## config.mk

```make
export PLATFORM = sky130hd
export DESIGN_NAME = pulse_window_counter
export DESIGN_NICKNAME = d
export VERILOG_FILES = /design/src/rtl/health_mon_pkg.sv /design/src/rtl/pulse_edge_sync.sv /design/src/rtl/pulse_window_counter.sv
export SDC_FILE = /design/constraint.sdc
export NUM_CORES = 1
export LEC_CHECK = 0
export CORE_MARGIN = 4
export CORE_UTILIZATION = 65
export DETAILED_ROUTE_END_ITERATION = 10
export DONT_BUFFER_PORTS = 1
export PLACE_DENSITY_LB_ADDON = 0.15
export SKIP_LAST_GASP = 1
export SLEW_MARGIN = 10
export SYNTH_ARGS = -nofsm -noshare
export SYNTH_HDL_FRONTEND = slang
export SYNTH_SLANG_ARGS = --single-unit
```

## constraint.sdc

```tcl
create_clock -name clk -period 4 [get_ports clk]
set_input_delay 0.8 -clock clk [delete_from_list [all_inputs] [get_ports clk]]
set_output_delay 0.8 -clock clk [all_outputs]
set_load 0.02 [all_outputs]
```

## src/rtl/health_mon_pkg.sv

```systemverilog
// Shared constants and types for the health-monitor datapath.
//   CLOCKS_PER_SECOND  : system clock rate in Hz
//   PULSE_COUNT_W      : width of a heart-beat count sample
//   BPM_WINDOW_SECONDS : length of the beat-counting window (BPM = count * 6)
package health_mon_pkg;

    localparam int unsigned CLOCKS_PER_SECOND  = 1_000_000;
    localparam int unsigned PULSE_COUNT_W      = 8;
    localparam int unsigned BPM_WINDOW_SECONDS = 10;

    typedef logic [PULSE_COUNT_W-1:0] pulse_count_t;

endpackage

```

## src/rtl/pulse_edge_sync.sv

```systemverilog
// Two-flop synchronizer plus rising-edge detector for an asynchronous input.
// Ports:
//   clk    : sampling clock
//   rst_n  : asynchronous active-low reset
//   din    : raw input, asynchronous to clk
//   rise_c : one-cycle strobe (combinational) on a synchronized 0->1 transition
module pulse_edge_sync (
    input  logic clk,
    input  logic rst_n,
    input  logic din,
    output logic rise_c
);

    logic s1_q, s2_q, s3_q;
    logic s1_d, s2_d, s3_d;

    // s1/s2 resolve metastability, s3 holds the previous synchronized value
    always_comb begin
        s1_d = din;
        s2_d = s1_q;
        s3_d = s2_q;
    end

    always_ff @(posedge clk or negedge rst_n) begin
        if (!rst_n) begin
            s1_q <= 1'b0;
            s2_q <= 1'b0;
            s3_q <= 1'b0;
        end else begin
            s1_q <= s1_d;
            s2_q <= s2_d;
            s3_q <= s3_d;
        end
    end

    assign rise_c = s2_q & ~s3_q;

endmodule

```

## src/rtl/pulse_window_counter.sv

```systemverilog
// Heart-beat front end: conditions the raw sensor pulse, applies a refractory
// dead time, and counts accepted beats over a fixed window. At the end of each
// window the (saturating) count is published with a one-cycle valid strobe.
// Ports:
//   clk             : system clock
//   reset           : asynchronous active-low reset
//   enable          : synchronous measurement enable
//   pulse_in        : raw sensor pulse (asynchronous)
//   pulse_count     : beats in the last completed window
//   count_valid     : one-cycle strobe when pulse_count updates
//   count_saturated : last completed window clipped at 2^COUNT_W-1
//   pulse_seen      : one-cycle strobe per accepted beat
//   lead_off        : no-beat timeout flag
// Build option: define PULSE_LEAD_OFF_EN to include the lead-off timer;
// otherwise lead_off is tied low.
module pulse_window_counter #(
    parameter int unsigned CLOCKS_PER_SECOND = health_mon_pkg::CLOCKS_PER_SECOND,
    parameter int unsigned WINDOW_SECONDS    = health_mon_pkg::BPM_WINDOW_SECONDS,
    parameter int unsigned REFRACTORY_CYCLES = 200_000,
    parameter int unsigned COUNT_W           = health_mon_pkg::PULSE_COUNT_W,
    parameter int unsigned LEAD_OFF_SECONDS  = 3
) (
    input  logic               clk,
    input  logic               reset,
    input  logic               enable,
    input  logic               pulse_in,
    output logic [COUNT_W-1:0] pulse_count,
    output logic               count_valid,
    output logic               count_saturated,
    output logic               pulse_seen,
    output logic               lead_off
);

    localparam int unsigned WINDOW_CYCLES   = CLOCKS_PER_SECOND * WINDOW_SECONDS;
    localparam int unsigned WIN_W           = (WINDOW_CYCLES > 1) ? $clog2(WINDOW_CYCLES) : 1;
    localparam int unsigned REF_W           = (REFRACTORY_CYCLES > 1) ? $clog2(REFRACTORY_CYCLES) : 1;
    localparam int unsigned LEAD_OFF_CYCLES = CLOCKS_PER_SECOND * LEAD_OFF_SECONDS;

    localparam logic [WIN_W-1:0]   WIN_LAST  = WIN_W'(WINDOW_CYCLES - 1);
    localparam logic [REF_W-1:0]   REF_LOAD  = REF_W'(REFRACTORY_CYCLES - 1);
    localparam logic [COUNT_W-1:0] COUNT_MAX = '1;

    logic rise_c;
    logic accept_c;

    logic [WIN_W-1:0]   win_q, win_d;
    logic [COUNT_W-1:0] acc_q, acc_d;
    logic               ovf_q, ovf_d;
    logic [REF_W-1:0]   ref_q, ref_d;
    logic [COUNT_W-1:0] pulse_count_q, pulse_count_d;
    logic               sat_q, sat_d;
    logic               valid_q, valid_d;
    logic               seen_q, seen_d;

    pulse_edge_sync u_sync (
        .clk    (clk),
        .rst_n  (reset),
        .din    (pulse_in),
        .rise_c (rise_c)
    );

    assign accept_c = enable & rise_c & (ref_q == '0);

    // Window, accumulator, refractory and sample-publish next state
    always_comb begin
        win_d         = win_q;
        acc_d         = acc_q;
        ovf_d         = ovf_q;
        ref_d         = ref_q;
        pulse_count_d = pulse_count_q;
        sat_d         = sat_q;
        valid_d       = 1'b0;
        seen_d        = 1'b0;

        if (!enable) begin
            win_d = '0;
            acc_d = '0;
            ovf_d = 1'b0;
            ref_d = '0;
        end else begin
            seen_d = accept_c;

            if (accept_c) begin
                ref_d = REF_LOAD;
            end else if (ref_q != '0) begin
                ref_d = ref_q - 1'b1;
            end

            if (win_q == WIN_LAST) begin
                // A beat landing on the terminal cycle belongs to this window
                win_d         = '0;
                acc_d         = '0;
                ovf_d         = 1'b0;
                valid_d       = 1'b1;
                pulse_count_d = (accept_c && (acc_q != COUNT_MAX)) ? acc_q + 1'b1 : acc_q;
                sat_d         = ovf_q | (accept_c & (acc_q == COUNT_MAX));
            end else begin
                win_d = win_q + 1'b1;
                if (accept_c) begin
                    // ovf remembers that the true total went past the clip value
                    if (acc_q == COUNT_MAX) begin
                        ovf_d = 1'b1;
                    end else begin
                        acc_d = acc_q + 1'b1;
                    end
                end
            end
        end
    end

    always_ff @(posedge clk or negedge reset) begin
        if (!reset) begin
            win_q         <= '0;
            acc_q         <= '0;
            ovf_q         <= 1'b0;
            ref_q         <= '0;
            pulse_count_q <= '0;
            sat_q         <= 1'b0;
            valid_q       <= 1'b0;
            seen_q        <= 1'b0;
        end else begin
            win_q         <= win_d;
            acc_q         <= acc_d;
            ovf_q         <= ovf_d;
            ref_q         <= ref_d;
            pulse_count_q <= pulse_count_d;
            sat_q         <= sat_d;
            valid_q       <= valid_d;
            seen_q        <= seen_d;
        end
    end

    assign pulse_count     = pulse_count_q;
    assign count_saturated = sat_q;
    assign count_valid     = valid_q;
    assign pulse_seen      = seen_q;

`ifdef PULSE_LEAD_OFF_EN
    localparam int unsigned      LO_W    = $clog2(LEAD_OFF_CYCLES + 1);
    localparam logic [LO_W-1:0]  LO_LAST = LO_W'(LEAD_OFF_CYCLES);

    logic [LO_W-1:0] lo_timer_q, lo_timer_d;
    logic            lead_off_q, lead_off_d;

    // No-beat timer saturates at the timeout; the flag mirrors its terminal value
    always_comb begin
        lo_timer_d = lo_timer_q;
        lead_off_d = lead_off_q;
        if (!enable || accept_c) begin
            lo_timer_d = '0;
        end else if (lo_timer_q != LO_LAST) begin
            lo_timer_d = lo_timer_q + 1'b1;
        end
        lead_off_d = (lo_timer_d == LO_LAST);
    end

    always_ff @(posedge clk or negedge reset) begin
        if (!reset) begin
            lo_timer_q <= '0;
            lead_off_q <= 1'b0;
        end else begin
            lo_timer_q <= lo_timer_d;
            lead_off_q <= lead_off_d;
        end
    end

    assign lead_off = lead_off_q;
`else
    // Timeout parameter still elaborated so both builds accept one parameter set
    assign lead_off = (LEAD_OFF_CYCLES == 0) && 1'b0;
`endif

endmodule
```

==> results of run 1 <==
sequential cells by signal, summed over array words and instances, names as in the netlist:
register	count
u_sync.s3_q	1
count_saturated	1
count_valid	1
ref_q	18
acc_q	8
ovf_q	1
win_q	24
pulse_seen	1
u_sync.s1_q	1
pulse_count	8
u_sync.s2_q	1
cell families (layout without fill, tap and decap cells):
logic type      Yosys count  after routing  share of synthesized area (%)
mux                       4              4                          1.321
compound gates           34             34                          6.258
xor+xnor                 38             38                          10.34
flops                    65             65                          50.52
fa+ha+maj                 3              3                          1.166
buf+inv                  15             21                          2.332
other cells               1              1                         0.1165
simple gates            151            151                          27.94
routing by layer:
layer / up-vias / GRT usage, %
li1: 1099 / -
met1: 1077 / 30.05
met2: 36 / 32.45
met3: 8 / 7.454
met4: 0 / 7.867
met5: - / 0
power groups by stage:
stage / combinational, mW / clock (mW) / sequential [mW]
floorplan: 0.455 / 0 / 0.804
global placement: 0.521 / 0 / 0.819
detailed placement: 0.536 / 0 / 0.823
CTS: 0.538 / 0.560 / 0.812
global route: 0.596 / 0.592 / 0.824
finish: 0.536 / 0.548 / 0.814
final timing paths:
| path | from | endpoint | slack [ns] | cells after the start |
|---|---|---|---|---|
| setup / recovery | win_q[2]$_DFF_PN0_ | win_q[21]$_DFF_PN0_ | 1.62 | 5 |
| hold / removal | reset | win_q[14]$_DFF_PN0_ | 0.14 | 0 |
| setup reg to reg | win_q[2]$_DFF_PN0_ | win_q[21]$_DFF_PN0_ | 1.62 | 5 |
| hold reg to reg | u_sync.s1_q$_DFF_PN0_ | u_sync.s2_q$_DFF_PN0_ | 0.36 | 0 |
| max in group asynchronous | reset | ref_q[17]$_DFFE_PN0P_ | 3.75 | 0 |
| min in group clk | u_sync.s1_q$_DFF_PN0_ | u_sync.s2_q$_DFF_PN0_ | 0.36 | 0 |
layout make-up:
class	count	area share, %
clock buffers	9	3.596
flip-flops and latches	65	47.22
well taps	67	2.434
multi-input cells	231	44.06
clock inverters	6	2.034
inverters	6	0.6538
synth_stat cells, drive strengths merged (2+ instances only):
library cell	instances	area share, %
dfrtp	65	51
nor2	52	6.1
xor2	21	5.7
nand2	20	2.3
xnor2	17	4.6
nand3	16	2.5
a21oi	14	2.3
o21ai	12	2.0
nor3	11	2.1
nor4	11	4.1
nand4	10	2.4
or4	7	1.9
buf	6	1.3
inv	6	0.70
or3	5	1.1
and4	3	0.82
clkbuf	3	0.35
ha	3	1.2
nor2b	3	0.58
a2111oi	2	0.54
and3	2	0.39
mux2	2	0.70
mux2i	2	0.62
nor4b	2	1.2
or4b	2	0.62
worst max-delay path, delay by kind of cell (launching register included):
kind	cells	cell delay, ns
and+or+nand+nor	5	1.79
DFF	1	0.42
==> key figures, run 1 <==
Clock tree
  – CTS buffer count: 9
  – H-tree depth: 3
  – CTS clock-pin slew for the worst setup and hold paths: 0.07 ns
  – Post-CTS sizing: 0
  – Longest Clk Path Bufs: 2
  – Clock Tree Root: clkbuf_8
  – CTS Sinks: 65
  – Setup Fix Bufs, Post-CTS: 0
  – Worst-Skew Late Latency: roughly 0.35 ns
  – CTS hold repair buffers: 0
  – CTS tree: done

Pwr
  – Sw Pwr: 0.6492 mW
  – Comb pwr share: around 28%
  – Clock power frac: between 20% and 30%
  – Sequential Power Share: between 40% and 50%
  – Leakage: 1.465 nW
  – Final Total Pwr: about 1.9 mW
  – Pwr/cell area: 550.9 nW/um^2
  – Peak VDD IR: 0.3037 mV
  – Switching portion of total power: ~34%
  – Internal power: around 1.2 mW

Detailed routing
  – Met2 wire length: between 2000 and 3000 um
  – Total wire length: 5808 um
  – 1st-iter DRT viols: 100
  – Top Metal Used: met4
  – DR vias/cell: between 5 and 6
  – Met1 WL: around 2800 um
  – DRC viols: 0
  – First-pass iteration count of the detailed router: 4
  – Final ANT Viol Nets: 0
  – WL met3: around 290 um
  – Via count: about 2200
  – Drt wl/cell: between 15 and 20 um

Timing
  – Tmin final: approximately 2.4 ns
  – Final Hold Fails: 0
  – Fmax: approximately 420 MHz
  – Relative slew slack: 32.68%
  – Finish-stage setup viols: 0
  – WHS: about 0.14 ns
  – Fin. max-slew vios: 0
  – Unrepaired setup endpoints after global routing: false
  – Setup TNS Final: 0 ns
  – Worst slew pin tran: 1.007 ns
  – Clock Skew: 0.005818 ns
  – Post-route setup slack: 1.624 ns
  – Final Cycle Share: between 50% and 60%

Critical path
  – Critical path class: reg -> reg
  – Worst Setup End Kind: register
  – Slowest CP cell: nand2_1
  – CP peak stage delay: about 0.76 ns
  – Critical path launch point type: register
  – CP Cell Sequence: nand4_1, nor4_1, nand3_1, nand2_1, nor2_1
  – WP data arrival: about 2.6 ns
  – CP Max Fanout: 31
  – WP data required: ~4.2 ns

Logic synthesis
  – Yosys warning count: 0
  – Top_reg_cell synth: dfrtp_1
  – Number of synthesized register bits: 65
  – Syn Inst Count: about 310
  – Post-Syn Area: 3219 sq um
  – Async set-or-reset flop fraction in the synthesized netlist: 100.0%
  – Number of synthesized flops with an enable pin: 0
  – Syn nets: 318
  – Avg Inst Size Synth: 10.35 sq um
  – Post-synthesis sequential area ratio: 50.52%
  – Cell variety after synth: 50

Place
  – Dpl cell area: 3251 sq um
  – PortBufs: 0
  – DP Wirelength: roughly 4000 um
  – GPL Wtd Cong: roughly 0.83
  – Placed Cells: about 370
  – Post-Place Worst Slack: 1.613 ns

Die
  – Die Ht: between 70 and 80 um
  – Total core area: 4755 sq um
  – Std-Cell Rows: 25
  – Chip width: 78.38 um
  – Io pins: 16
  – Die Footprint: a little over 6000 sq um
  – Initial Utilization: 67.71%

Run
  – Max Cap Viol: 0

Final layout
  – Most frequent cells in the layout: dfrtp_1, nor2_1, xor2_1
  – Share of cells above drive strength 1: a little over a tenth
  – Inserted Diodes: 0
  – Commonest non-fill, non-tap cell in the layout: dfrtp_1
  – Fin cells: between 300 and 400
  – Flip-flop and latch area: approximately 1600 sq um
  – Multi-input logic area: 1518 sq um
  – Synth-to-Final Area Change: 6.996%
  – Fin util: between 70% and 80%
  – Final instance area: 3445 sq um
  – Fillers: 364
  – Nets@finish: 320

Status
  – Status: finished, final reports clean

Global routing
  – Vias in the first global route: 2192
  – Initial antenna violation count: 0
  – Total global-route track usage: between 20 and 25%
  – First-pass GRT wire length: about 10000 um
  – Largest net degree at the start of global routing: 66
  – Total congestion overflow: 0

Worst hold path
  – HP Class: in -> async
(Power assumes the default switching activity.)
==> run 2, diff against run 1 <==
--- a/config.mk
+++ b/config.mk
@@ -5,8 +5,9 @@
 export SDC_FILE = /design/constraint.sdc
 export NUM_CORES = 1
 export LEC_CHECK = 0
+export ABC_AREA = 1
 export CORE_MARGIN = 4
-export CORE_UTILIZATION = 65
+export CORE_UTILIZATION = 63
 export DETAILED_ROUTE_END_ITERATION = 10
 export DONT_BUFFER_PORTS = 1
 export PLACE_DENSITY_LB_ADDON = 0.15
==> constraint.sdc (replaced) <==
create_clock -name clk -period 2.3 [get_ports clk]
set_input_delay 0.46 -clock clk [delete_from_list [all_inputs] [get_ports clk]]
set_output_delay 0.46 -clock clk [all_outputs]
set_load 0.02 [all_outputs]
==> run 2 against run 1 <==
Utilization fell by 1.3 points; final cell count rose by 41%; worst hold slack better by 0.0072 ns; clock power increased by 120%; wire length increased by 28%; combinational power up 100%; final area rose by 13%; clock skew increased by 0.0013 ns; clock-buffer cell count up 2; synthesized area rose by 9.8%; setup slack lost 1.3 ns; critical endpoint is now pulse_count[2]$_DFFE_PN0P_; largest cell class is now multi-input combinational cells.
==> key figures, run 2 <==
Status
  – Status: finished, final reports clean (unchanged)

Clock tree
  – Longest Clk Path Bufs: 2 (unchanged)
  – Setup Fix Bufs, Post-CTS: 0 (unchanged)
  – Post-CTS sizing: 0 (unchanged)
  – H-tree depth: 3 (unchanged)
  – CTS hold repair buffers: 2 (was 0)
  – CTS clock-pin slew for the worst setup and hold paths: 0.07 ns (about the same)
  – CTS Sinks: 65 (unchanged)
  – CTS buffer count: 9 (unchanged)
  – Clock Tree Root: clkbuf_8 (unchanged)
  – CTS tree: done (unchanged)
  – Worst-Skew Late Latency: 0.34 ns (was 0.35 ns)

Logic synthesis
  – Yosys warning count: 0 (unchanged)
  – Share of the synthesized area in the top cell type: 46.03% (was 50.52%)
  – Top_reg_cell synth: dfrtp_1 (unchanged)
  – Syn Inst Count: 453 (was 311)
  – Most instantiated library cell after synthesis: nand2_1 (was dfrtp_1)
  – Post-Syn Area: 3533 sq um (was 3219 sq um)
  – Area leader, netlist: dfrtp_1 (unchanged)
  – Avg Inst Size Synth: 7.800 sq um (was 10.35 sq um)
  – Post-synthesis sequential area ratio: 46.03% (was 50.52%)
  – Number of synthesized register bits: 65 (unchanged)
  – Number of synthesized flops with an enable pin: 0 (unchanged)
  – Syn nets: 460 (was 318)
  – Top cells by area, synth: dfrtp_1, nand2_1, nor2_1, inv_1, xor2_1 (was dfrtp_1, nor2_1, xor2_1, xnor2_1, nand3_1)
  – Async set-or-reset flop fraction in the synthesized netlist: 100.0% (unchanged)
  – Cell variety after synth: 35 (was 50)
  – Synth cell count leaders: nand2_1, nor2_1, dfrtp_1 (was dfrtp_1, nor2_1, xor2_1)

Detailed routing
  – DR vias/cell: 5.257 (was 5.781)
  – 1st-iter DRT viols: 146 (was 100)
  – First-pass iteration count of the detailed router: 4 (unchanged)
  – DRC viols: 0 (unchanged)
  – Drt wl/cell: 13.75 um (was 15.13 um)
  – Via count: 2844 (was 2220)
  – Total wire length: 7440 um (was 5808 um)
  – Final ANT Viol Nets: 0 (unchanged)

Pwr
  – Leakage: 1.892 nW (was 1.465 nW)
  – Switching portion of total power: 33.56% (was 34.21%)
  – Clock power frac: 32.2% (was 28.9%)
  – Comb pwr share: 29.4% (was 28.3%)
  – Final Total Pwr: 3.673 mW (was 1.898 mW)
  – Sw Pwr: 1.233 mW (was 0.6492 mW)
  – Internal power: 2.440 mW (was 1.248 mW)
  – Peak VDD IR: 0.4571 mV (was 0.3037 mV)
  – Pwr/cell area: 942.7 nW/um^2 (was 550.9 nW/um^2)
  – Sequential Power Share: 38.4% (was 42.9%)

Place
  – GPL Wtd Cong: 0.9230 (was 0.8280)
  – PortBufs: 0 (unchanged)
  – DP Wirelength: 5245 um (was 4056 um)

Critical path
  – WP data required: 2.53 ns (was 4.19 ns)
  – Critical path launch point type: register (unchanged)
  – Reg-to-reg startpoint: ref_q[0]$_DFFE_PN0P_ (was win_q[2]$_DFF_PN0_)
  – Cell count of the worst reg-to-reg path: 11 (was 5)
  – Reg2Reg Setup Slack: 0.35 ns (was 1.62 ns)
  – Critical path class: reg -> reg (unchanged)
  – CP Max Fanout: 8 (was 31)
  – Worst Setup End Kind: register (unchanged)
  – WP data arrival: 2.18 ns (was 2.56 ns)
  – R2R Path End: pulse_count[2]$_DFFE_PN0P_ (was win_q[21]$_DFF_PN0_)

Global routing
  – Largest net degree at the start of global routing: 66 (unchanged)
  – Met2 usage: 36.59% (was 32.45%)
  – Grt met1 use: 33.25% (was 30.05%)
  – Vias in the first global route: 2878 (was 2192)
  – GRT busiest layer: met2 (unchanged)
  – Total congestion overflow: 0 (unchanged)
  – Total global-route track usage: 24.00% (was 21.89%)
  – First-pass GRT wire length: 13410 um (was 10490 um)
  – M3 GR Usage: 4.663% (was 7.454%)
  – Initial antenna violation count: 0 (unchanged)

Die
  – Chip width: 82.89 um (was 78.38 um)
  – Die Ht: 82.89 um (was 78.38 um)
  – Total core area: 5473 sq um (was 4755 sq um)
  – Die Footprint: 6871 sq um (was 6143 sq um)
  – Io pins: 16 (unchanged)
  – Std-Cell Rows: 27 (was 25)
  – Initial Utilization: 64.56% (was 67.71%)

Final layout
  – Synth-to-Final Area Change: 10.27% (was 6.996%)
  – Share of cells above drive strength 1: 11.30% (was 10.73%)
  – Fillers: 455 (was 364)
  – Biggest regs: win_q: 24 flops, ref_q: 18 flops (unchanged)
  – Max reg flops: 24 (unchanged)
  – Inserted Diodes: 0 (unchanged)
  – Commonest non-fill, non-tap cell in the layout: nand2_1 (was dfrtp_1)
  – Multi-input logic area: 1680 sq um (was 1518 sq um)
  – Flip-flop and latch area: 1627 sq um (unchanged)
  – Most frequent cells in the layout: nand2_1, nor2_1, dfrtp_1 (was dfrtp_1, nor2_1, xor2_1)
  – Nets@finish: 471 (was 320)
  – Most flops, register: win_q (unchanged)

Timing
  – Fmax: 513.5 MHz (was 420.8 MHz)
  – Setup TNS Final: 0 ns (unchanged)
  – Clock Skew: 0.007076 ns (was 0.005818 ns)
  – Fin. max-slew vios: 0 (unchanged)
  – Tmin final: 1.947 ns (was 2.376 ns)
  – Finish-stage setup viols: 0 (unchanged)
  – Unrepaired setup endpoints after global routing: false (unchanged)
  – Final Cycle Share: 84.67% (was 59.41%)
  – Final Hold Fails: 0 (unchanged)

Worst hold path
  – Hold Path Stages: 0
  – Hold Path End: u_sync.s1_q$_DFF_PN0_
  – HP Class: in -> reg (was in -> async)
  – HP Start: pulse_in

Run
  – Max Cap Viol: 0 (unchanged)
[run 2: worst max-delay path by stage]
stage,startpoint,endpoint,slack (ns),depth (start not counted)
2_1_floorplan,ref_q[0]$_DFFE_PN0P_,pulse_count[5]$_DFFE_PN0P_,0.64,11
3_3_place_gp,ref_q[0]$_DFFE_PN0P_,pulse_count[4]$_DFFE_PN0P_,0.42,9
3_5_place_dp,ref_q[0]$_DFFE_PN0P_,pulse_count[5]$_DFFE_PN0P_,0.37,11
4_1_cts,ref_q[0]$_DFFE_PN0P_,pulse_count[2]$_DFFE_PN0P_,0.34,11
5_1_grt,ref_q[0]$_DFFE_PN0P_,pulse_count[4]$_DFFE_PN0P_,0.15,9
6_report,ref_q[0]$_DFFE_PN0P_,pulse_count[2]$_DFFE_PN0P_,0.35,11
[run 2: layer usage]
layer	routed length (um)	share of wire [%]
met1	3530	47
met2	3439	46
met3	338	4.5
met4	131	1.8
met5	0	0
[run 2: critical path: stages, from the launching register on]
cell     delay (ns)
dfrtp_1        0.39
inv_1          0.13
ha_1           0.22
nand2_2        0.11
nor2_4         0.21
nand2_2        0.14
nor2_8         0.21
nand3_4        0.15
nand2_1        0.11
nand2_1        0.06
nand2_1        0.06
nand2_1        0.04
[run 2: final cells by class]
| type | count | share of cell area (%) |
|---|---|---|
| well taps | 72 | 2.312 |
| multi-input cells | 331 | 43.13 |
| flip-flops and latches | 65 | 41.75 |
| clock inverters | 5 | 2.633 |
| inverters | 52 | 5.010 |
| repair buffers | 5 | 1.541 |
| clock buffers | 11 | 3.629 |
[run 2: logic make-up after synthesis]
logic type | Yosys count | synth area share [%]
and+or+nand+nor | 281 | 37.07
other | 1 | 0.1061
buffers and inverters | 57 | 6.409
AOI/OAI and AO/OA | 23 | 3.612
DFF | 65 | 46.03
adders and majority gates | 3 | 1.062
xor gates and xnor gates | 23 | 5.701
[run 2: through the flow]
step / worst slack, ns / std cells / area [sq um] / utilization [%] / hold WS, ns
after floorplan: 0.6401 / 453 / 3533 / - / 0.1644
after global placement: 0.4150 / 523 / 3615 / 66.05 / 0.1663
after detailed placement: 0.3655 / 523 / 3615 / 66.05 / 0.1661
after CTS: 0.3397 / 541 / 3896 / 71.19 / 0.1404
after global routing: 0.1523 / 541 / 3896 / 71.19 / 0.1342
final: 0.3526 / 541 / 3896 / 71.19 / 0.1483
[run 2: power groups by stage]
stage	Combinational, mW	Sequential (mW)	Clock (mW)
after floorplan	0.906	1.40	0
after global placement	1.02	1.42	0
after detailed placement	1.05	1.43	0
after CTS	1.08	1.41	1.20
after global routing	1.25	1.43	1.26
final	1.08	1.41	1.18
==> run 3, diff against run 2 <==
--- a/config.mk
+++ b/config.mk
@@ -5,9 +5,9 @@
 export SDC_FILE = /design/constraint.sdc
 export NUM_CORES = 1
 export LEC_CHECK = 0
-export ABC_AREA = 1
+export ABC_AREA = 0
 export CORE_MARGIN = 4
-export CORE_UTILIZATION = 63
+export CORE_UTILIZATION = 57
 export DETAILED_ROUTE_END_ITERATION = 10
 export DONT_BUFFER_PORTS = 1
 export PLACE_DENSITY_LB_ADDON = 0.15
==> constraint.sdc (replaced) <==
create_clock -name clk -period 1.7 [get_ports clk]
set_input_delay 0.34 -clock clk [delete_from_list [all_inputs] [get_ports clk]]
set_output_delay 0.34 -clock clk [all_outputs]
set_load 0.02 [all_outputs]
==> run 3 against run 2 <==
The flow now finishes with violations (hold timing, setup timing); largest cell class unchanged; non-clock buffer count increased by 95; wire length increased by 63%; register-to-register slack got worse by 0.70 ns; total power increased by 87%.
==> key figures, run 3 (synthesis results as in run 1) <==
Die
  – Io pins: 16 (unchanged)
  – Std-Cell Rows: 27 (unchanged)
  – Total core area: 5507 sq um (was 5473 sq um)
  – Initial Utilization: 58.46% (was 64.56%)
  – Die Footprint: 6914 sq um (was 6871 sq um)
  – Die Ht: 83.15 um (was 82.89 um)
  – Chip width: 83.15 um (was 82.89 um)

Timing
  – Tmin final: 2.052 ns (was 1.947 ns)
  – Final Hold Fails: 65 (was 0)
  – Worst slew pin tran: 0.5042 ns
  – Fin. max-slew vios: 0 (unchanged)
  – Setup TNS Final: -16.54 ns (was 0 ns)
  – Unrepaired setup endpoints after global routing: true (was false)
  – Fmax: 487.3 MHz (was 513.5 MHz)
  – Clock Skew: 0.01785 ns (was 0.007076 ns)
  – Final Cycle Share: 120.7% (was 84.67%)
  – Post-route setup slack: -0.3520 ns (was 0.3526 ns)
  – WHS: -0.3369 ns (was 0.1483 ns)
  – Relative slew slack: ~66%
  – Finish-stage setup viols: 61 (was 0)

Pwr
  – Internal power: 4.361 mW (was 2.440 mW)
  – Peak VDD IR: 1.076 mV (was 0.4571 mV)
  – Comb pwr share: 48.0% (was 29.4%)
  – Sequential Power Share: 27.7% (was 38.4%)
  – Sw Pwr: 2.496 mW (was 1.233 mW)
  – Pwr/cell area: 1370 nW/um^2 (was 942.7 nW/um^2)
  – Leakage: 2.177 nW (was 1.892 nW)
  – Clock power frac: 24.3% (was 32.2%)
  – Switching portion of total power: 36.40% (was 33.56%)

Final layout
  – Inserted Diodes: 0 (unchanged)
  – Fin util: 90.91% (was 71.19%)
  – Most flops, register: win_q (unchanged)
  – Max reg flops: 24 (unchanged)
  – Most frequent cells in the layout: buf_4, dfrtp_1, nor2_1 (was nand2_1, nor2_1, dfrtp_1)
  – Commonest non-fill, non-tap cell in the layout: buf_4 (was nand2_1)
  – Nets@finish: 421 (was 471)
  – Biggest regs: win_q: 24 flops, ref_q: 18 flops (unchanged)
  – Share of cells above drive strength 1: 53.94% (was 11.30%)
  – Synth-to-Final Area Change: 55.50% (was 10.27%)
  – Final instance area: 5006 sq um (was 3896 sq um)

Critical path
  – Critical path class: reg -> reg (unchanged)
  – Reg2Reg Setup Slack: -0.35 ns (was 0.35 ns)
  – CP Max Fanout: 3 (was 8)
  – Critical path launch point type: register (unchanged)
  – WP data required: 1.97 ns (was 2.53 ns)
  – WP data arrival: 2.32 ns (was 2.18 ns)
  – Worst Setup End Kind: register (unchanged)

Global routing
  – Initial antenna violation count: 0 (unchanged)
  – Vias in the first global route: 2826 (was 2878)
  – Total congestion overflow: 0 (unchanged)
  – Largest net degree at the start of global routing: 66 (unchanged)
  – Total global-route track usage: 25.28% (was 24.00%)
  – First-pass GRT wire length: 13930 um (was 13410 um)

Detailed routing
  – Drt wl/cell: 24.68 um (was 13.75 um)
  – Total wire length: 12120 um (was 7440 um)
  – Via count: 3245 (was 2844)
  – Final ANT Viol Nets: 0 (unchanged)
  – 1st-iter DRT viols: 257 (was 146)
  – DRC viols: 0 (unchanged)
  – First-pass iteration count of the detailed router: 5 (was 4)
  – DR vias/cell: 6.609 (was 5.257)

Place
  – Dpl cell area: 3830 sq um (was 3615 sq um)
  – GPL Wtd Cong: 0.8628 (was 0.9230)
  – PortBufs: 0 (unchanged)
  – DP Wirelength: 4998 um (was 5245 um)
  – Post-Place Worst Slack: -0.2905 ns (was 0.3655 ns)

Status
  – Status: finished, violations left (was finished, final reports clean)
  – Violated checks: hold timing, setup timing

Clock tree
  – Clock Tree Root: clkbuf_8 (unchanged)
  – Worst-Skew Late Latency: 0.36 ns (was 0.34 ns)
  – CTS tree: done (unchanged)
  – CTS clock-pin slew for the worst setup and hold paths: 0.09 ns (was 0.07 ns)
  – Longest Clk Path Bufs: 2 (unchanged)
  – CTS Sinks: 65 (unchanged)
  – CTS buffer count: 9 (unchanged)
  – H-tree depth: 3 (unchanged)

Worst hold path
  – HP Class: in -> async (was in -> reg)

Run
  – Max Cap Viol: 0 (unchanged)
[run 3: repair_timing]
action                                  CTS  global route
gates resized for setup                  49           100
buffers inserted                          8            17
pin swaps                                24            55
cloned                                    1             4
endpoints found under the setup margin   60            61
hold endpoints to repair                 65            65
[run 3: power by group through the flow]
| stage | clock [mW] | combinational (mW) | sequential, mW |
|---|---|---|---|
| 2_1_floorplan | 0 | 1.14 | 1.89 |
| 3_3_place_gp | 0 | 1.90 | 1.89 |
| 3_5_place_dp | 0 | 1.94 | 1.89 |
| 4_1_cts | 1.64 | 2.49 | 1.87 |
| 5_1_grt | 1.74 | 3.42 | 1.91 |
| 6_report | 1.67 | 3.29 | 1.90 |
[run 3: critical path, cell delays in order, from the launching register on]
cell and delay [ns]:
dfrtp_1 0.41, inv_2 0.09, ha_4 0.13, nor4b_4 0.30, buf_4 0.21, nand3_4 0.08, or4_4 0.42, xor2_1 0.16
nor3_1 0.15
[run 3: layer usage]
metal  global-route usage (%)  vias to the layer above  part of all wire [%]
li1                         -                     1304                     -
met1                    32.59                     1644                    37
met2                    40.31                      217                    49
met3                    7.242                       80                   7.8
met4                    9.955                        0                   6.1
met5                        0                        -                     0
[run 3: final cells by class]
cell class	instances	area, sq um
sequential	65	1630
clock buffer	10	127.6
tap	72	90.09
inverter	6	22.52
timing repair buffer	100	897.1
clock inverter	6	116.4
fill	170	500.5
multi-input combinational	232	2122
[run 3: through the flow]
step,std cells,power [mW]
4_1_cts,470,5.997
3_3_place_gp,445,3.790
2_1_floorplan,311,3.033
6_report,491,6.857
3_5_place_dp,445,3.830
5_1_grt,491,7.073
[run 3: final timing paths]
check / end / cells past startpoint / start
worst min register to register: u_sync.s2_q$_DFF_PN0_ / 0 / u_sync.s1_q$_DFF_PN0_
worst min-delay path: win_q[8]$_DFF_PN0_ / 0 / reset
max in group asynchronous: win_q[11]$_DFF_PN0_ / 0 / reset
worst max-delay path: ref_q[16]$_DFFE_PN0P_ / 8 / ref_q[0]$_DFFE_PN0P_
worst max register to register: ref_q[16]$_DFFE_PN0P_ / 8 / ref_q[0]$_DFFE_PN0P_
min in group clk: u_sync.s1_q$_DFF_PN0_ / 0 / pulse_in
